<file path="config.mk">
export PLATFORM = sky130hd
export DESIGN_NAME = fnd_seg_capture
export DESIGN_NICKNAME = d
export VERILOG_FILES = /design/src/rtl/fnd_seg_capture.sv
export SDC_FILE = /design/constraint.sdc
export NUM_CORES = 1
export LEC_CHECK = 0
export CAP_MARGIN = 20
export CORE_MARGIN = 3
export CORE_UTILIZATION = 60
export DETAILED_ROUTE_END_ITERATION = 10
export GPL_ROUTABILITY_DRIVEN = 1
export PLACE_DENSITY = 0.87
export SYNTH_ARGS = -nofsm -noshare
export SYNTH_HDL_FRONTEND = slang
export SYNTH_SLANG_ARGS = --single-unit
</file>
<file path="constraint.sdc">
create_clock -name clk -period 5.1 [get_ports clk]
set_clock_uncertainty 0.05 [all_clocks]
set_input_delay 0.51 -clock clk [delete_from_list [all_inputs] [get_ports clk]]
set_output_delay 0.51 -clock clk [all_outputs]
set_load 0.01 [all_outputs]
</file>
<file path="src/rtl/fnd_seg_capture.sv">
// fnd_seg_capture: samples a multiplexed 4-digit 7-seg bus and rebuilds the value.
// FND_CAP_STATIC_EN: accept com == 4'b0000 as a static all-digit frame.
module fnd_seg_capture #(
  parameter int unsigned SETTLE_CYC = 4
) (
  input  logic        clk,
  input  logic        reset_n,
  input  logic [7:0]  seg,
  input  logic [3:0]  com,
  output logic [15:0] value,
  output logic [3:0]  dp,
  output logic        valid,
  output logic        digit_err
);

  typedef enum logic [1:0] {
    IDLE,
    SETTLE,
    HOLD
  } state_t;

  state_t      state;
  logic [7:0]  cnt;
  logic [3:0]  com_q;
  logic [3:0]  mask;
  logic [15:0] shadow;
  logic [3:0]  shadow_dp;

  logic        com_onecold;
  logic        com_static;
  logic        com_legal;
  logic        com_same;
  logic [7:0]  cnt_nx;
  logic        take;
  logic [3:0]  nib;
  logic        glyph_ok;
  logic [15:0] shadow_nx;
  logic [3:0]  dp_nx;
  logic [3:0]  mask_nx;
  logic        complete;

  assign com_onecold = (com == 4'b1110) ||
                       (com == 4'b1101) ||
                       (com == 4'b1011) ||
                       (com == 4'b0111);

`ifdef FND_CAP_STATIC_EN
  assign com_static = (com == 4'b0000);
`else
  assign com_static = 1'b0;
`endif

  assign com_legal = com_onecold | com_static;
  assign com_same  = (com == com_q);

  // Settle counter: counts edges at which the current com has been seen.
  always_comb begin
    cnt_nx = 8'd1;
    if (state == SETTLE && com_same)
      cnt_nx = cnt + 8'd1;
    take = com_legal &&
           !(state == HOLD && com_same) &&
           (cnt_nx == 8'(SETTLE_CYC));
  end

  // Active-low glyph back to hex nibble.
  always_comb begin
    nib      = 4'h0;
    glyph_ok = 1'b1;
    case (seg[6:0])
      7'h40: nib = 4'h0;
      7'h79: nib = 4'h1;
      7'h24: nib = 4'h2;
      7'h30: nib = 4'h3;
      7'h19: nib = 4'h4;
      7'h12: nib = 4'h5;
      7'h02: nib = 4'h6;
      7'h78: nib = 4'h7;
      7'h00: nib = 4'h8;
      7'h10: nib = 4'h9;
      7'h08: nib = 4'hA;
      7'h03: nib = 4'hB;
      7'h46: nib = 4'hC;
      7'h21: nib = 4'hD;
      7'h06: nib = 4'hE;
      7'h0E: nib = 4'hF;
      default: glyph_ok = 1'b0;
    endcase
  end

  // Enabled digits (one, or all four in static mode) take the new glyph.
  always_comb begin
    shadow_nx = shadow;
    dp_nx     = shadow_dp;
    for (int i = 0; i < 4; i++) begin
      if (!com[i]) begin
        shadow_nx[4*i +: 4] = nib;
        dp_nx[i]            = ~seg[7];
      end
    end
    mask_nx  = mask | ~com;
    complete = &mask_nx;
  end

  // Settle/hold sequencing, sampling and frame assembly.
  always_ff @(posedge clk) begin
    if (!reset_n) begin
      state     <= IDLE;
      cnt       <= 8'd0;
      com_q     <= 4'hF;
      mask      <= 4'h0;
      shadow    <= 16'h0;
      shadow_dp <= 4'h0;
      value     <= 16'h0;
      dp        <= 4'h0;
      valid     <= 1'b0;
      digit_err <= 1'b0;
    end else begin
      valid     <= 1'b0;
      digit_err <= 1'b0;
      com_q     <= com;
      if (!com_legal) begin
        state <= IDLE;
        cnt   <= 8'd0;
      end else if (state == HOLD && com_same) begin
        state <= HOLD;
      end else if (take) begin
        state <= HOLD;
        cnt   <= cnt_nx;
        if (glyph_ok) begin
          shadow    <= shadow_nx;
          shadow_dp <= dp_nx;
          if (complete) begin
            value <= shadow_nx;
            dp    <= dp_nx;
            valid <= 1'b1;
            mask  <= 4'h0;
          end else begin
            mask <= mask_nx;
          end
        end else begin
          digit_err <= 1'b1;
        end
      end else begin
        state <= SETTLE;
        cnt   <= cnt_nx;
      end
    end
  end

endmodule

</file>
==> key figures <==
Status
  • Status: finished, final reports clean

Routing
  • Vias per inst: about 5.8
  • Via count: about 2600
  • Drt wl/cell: 14.9 um
  • DRC viols: 0
  • Detail Route Antenna Nets: 0
  • Drt first-iter violations: approximately 180
  • Detailed-router iteration count before antenna repair: 4
  • Drt total wl: ~6700 um

Place
  • DP Cell Count: ~430
  • Placed cell area: around 3400 um2
  • Gpl congestion: approximately 0.81
  • Hpwl dp: ~4500 um
  • IO buf count: 35

Power
  • Maximum vdd drop: 231 uV
  • PD cells: 269 nW/um2
  • Total leakage power: 1.42 nW
  • Tot Pwr: just under 0.001 W

Logic synthesis
  • Yosys reg bits: 60
  • Post-synth top flop: dfxtp_1
  • Synth Cell Area: between 3000 and 4000 um2
  • Register area share after synthesis: 38.3%
  • Post-synth ARST share: 0%
  • Syn avg cell area: around 9 um2
  • Number of synthesized flops with an enable pin: 0
  • Ys Warns: 0
  • Cell count after synthesis: roughly 360
  • Yosys cell types: 53
  • Syn_nets: about 370

STA
  • Setup violators final: 0
  • Final Cycle Share: 66.0%
  • Hold Fails Final Rpt: 0
  • Max Freq: between 0.2 and 0.3 GHz
  • Slew headroom: 48.2%
  • Period minus WS final: ~3.4 ns
  • RSZ-0062 raised after global routing: false
  • Final slew viol count: 0
  • Worst Tran Pin Value: around 0.77 ns
  • Setup TNS Final: 0 ns

Finish
  • FF/Latch Area: around 1200 um2
  • Diode count: 0
  • Post-route design area: between 3000 and 4000 um2
  • Share of cells above drive strength 1: under 10%
  • Final cell count without fillers: around 450
  • Area Overhead vs Synth: 15.6%
  • FILL cells: about 380
  • Final #Nets: between 300 and 400
  • Multi-input logic area: about 1700 um2

Clock tree
  • CTS root buffer: clkbuf_8
  • H-Tree Depth: 3
  • Clock Sink Count: 60
  • CTS tree: built
  • CTS Buffer Depth: 2
  • PostCTS Resize Cnt: 0
  • Worst-Skew Late Latency: roughly 0.34 ns
  • CTS Buf Count: 9
  • Clock transition at the registers of the reported paths: around 0.08 ns
  • Post-CTS Setup Repair Bufs: 0
  • Hold Buf Count CTS: 0

GRT
  • Largest net degree at the start of global routing: 73
  • Initial antenna violation count: 0
  • GRT overflow: 0
  • Number of global-route vias before repair: 2394
  • Global Route Usage Sum: between 20% and 30%
  • Global-route wire length before repair: roughly 11000 um

Flow run
  • Number of max-cap violations: 0

Critical path
  • CP Launch Type: input pin
  • Crit Path Class: in -> reg
  • Critical Path Fanout Max: 16
  • Critical Path RT: 5.32 ns
  • Register-to-Register Setup Slack: 2.40 ns
  • CP arrival: between 3 and 4 ns
  • Crit path capture type: flip-flop

Floorplanning
  • IO Count: 36
  • Core footprint: approximately 4900 um2
  • Initial cell density of the core: ~64%
  • # rows: 25
  • Die width: roughly 78 um
  • Chip height: between 70 and 80 um
  • Die area: between 6000 and 7000 um2

Min path
  • Hold Path Class: reg -> reg
## metal layers
| layer | track usage (%) | vias to the layer above | wire length [um] |
|---|---|---|---|
| li1 | - | 1301 | - |
| met1 | 29.7 | 1234 | 3050 |
| met2 | 37.8 | 60 | 3270 |
| met3 | 5.73 | 6 | 295 |
| met4 | 6.47 | 0 | 61 |
| met5 | 0 | - | 0 |
## layout by cell type, fill, tap and decap left out, types with 2 or more instances in the layout
| cell | instances |
|---|---|
| o22ai_1 | 2 |
| and3b_1 | 3 |
| or4_1 | 3 |
| or3b_2 | 2 |
| a21oi_1 | 10 |
| a2111oi_0 | 3 |
| nor2_1 | 19 |
| or3_1 | 5 |
| o211ai_1 | 17 |
| nor4_1 | 4 |
| clkbuf_8 | 9 |
| mux2i_1 | 41 |
| clkinvlp_4 | 5 |
| nand2b_1 | 22 |
| a211oi_1 | 3 |
| nand3_1 | 9 |
| o211a_1 | 7 |
| nor3_2 | 3 |
| dfxtp_1 | 60 |
| buf_4 | 2 |
| and3_1 | 4 |
| inv_1 | 9 |
| xor2_1 | 5 |
| nand2_1 | 55 |
| nand3b_1 | 7 |
| clkdlybuf4s50_1 | 34 |
| o21ai_0 | 5 |
| nor3b_1 | 4 |
| nor3_1 | 3 |
| or2_1 | 2 |
## worst paths after layout
check             depth (start not counted)       from           end
setup / recovery                          7     com[1]  shadow_dp[3]
setup reg to reg                          7     cnt[0]  shadow_dp[3]
hold reg to reg                           2  shadow[4]     shadow[4]
hold / removal                            2  shadow[4]     shadow[4]
## state kept, by name, indices dropped and copies added, names as in the netlist
register,cells
cnt,8
com_q,4
digit_err,1
dp,4
mask,4
shadow,16
shadow_dp,4
state,2
valid,1
value,16
## where the power goes
part           internal [W]  switching (W)
Combinational     0.0000283      0.0000497
Clock              0.000227       0.000200
Sequential         0.000471     0.00000171
Total              0.000726       0.000251
## stage by stage
step	util (%)	setup WS (ns)	hold WS (ns)
5_1_grt	74.3	1.51	0.418
3_3_place_gp	70.2	1.48	0.387
3_5_place_dp	70.2	1.40	0.393
6_report	74.3	1.73	0.406
2_1_floorplan	-	2.67	0.380
4_1_cts	74.3	1.74	0.409
## kinds of logic after synthesis
family,share of synthesized area (%)
and+or+nand+nor,28.1
xor gates and xnor gates,1.68
muxes,13.1
adders and majority gates,0.399
DFF,38.3
buffers and inverters,5.98
AOI/OAI and AO/OA,12.4
## layout make-up
cell class	count	area share [%]
multi-input combinational	260	48.2
sequential	60	33.1
timing repair buffer	37	9.93
clock buffer	9	3.41
tap	67	2.31
clock inverter	7	2.10
inverter	9	0.931
## cells in the mapped netlist, types with 2 or more instances
cell type | instances | area, um2
dfxtp_1 | 60 | 1200
nand2_1 | 55 | 206
mux2i_1 | 41 | 410
nand2b_1 | 22 | 138
nor2_1 | 19 | 71.3
clkbuf_1 | 18 | 67.6
o211ai_1 | 17 | 128
a21oi_1 | 10 | 50.1
inv_1 | 9 | 33.8
nand3_1 | 9 | 45.0
nand3b_1 | 7 | 52.6
o211a_1 | 7 | 70.1
buf_2 | 6 | 30.0
o21ai_0 | 5 | 25.0
or3_1 | 5 | 31.3
xor2_1 | 5 | 43.8
and3_1 | 4 | 25.0
nor3b_1 | 4 | 30.0
nor4_1 | 4 | 25.0
a2111oi_0 | 3 | 26.3
a211oi_1 | 3 | 22.5
and3b_1 | 3 | 26.3
buf_6 | 3 | 33.8
nor3_1 | 3 | 15.0
nor3_2 | 3 | 30.0
or4_1 | 3 | 22.5
o22ai_1 | 2 | 12.5
or2_1 | 2 | 12.5
or3b_2 | 2 | 17.5
## worst max-delay path, stage by stage
cell             delay [ns]
clkdlybuf4s50_1        0.90
xor2_1                 0.21
nor4_4                 0.40
nor4b_4                0.44
nand2_2                0.21
nor2_2                 0.64
mux2i_1                0.27
Note: power is estimated with default switching activity, not from simulation.
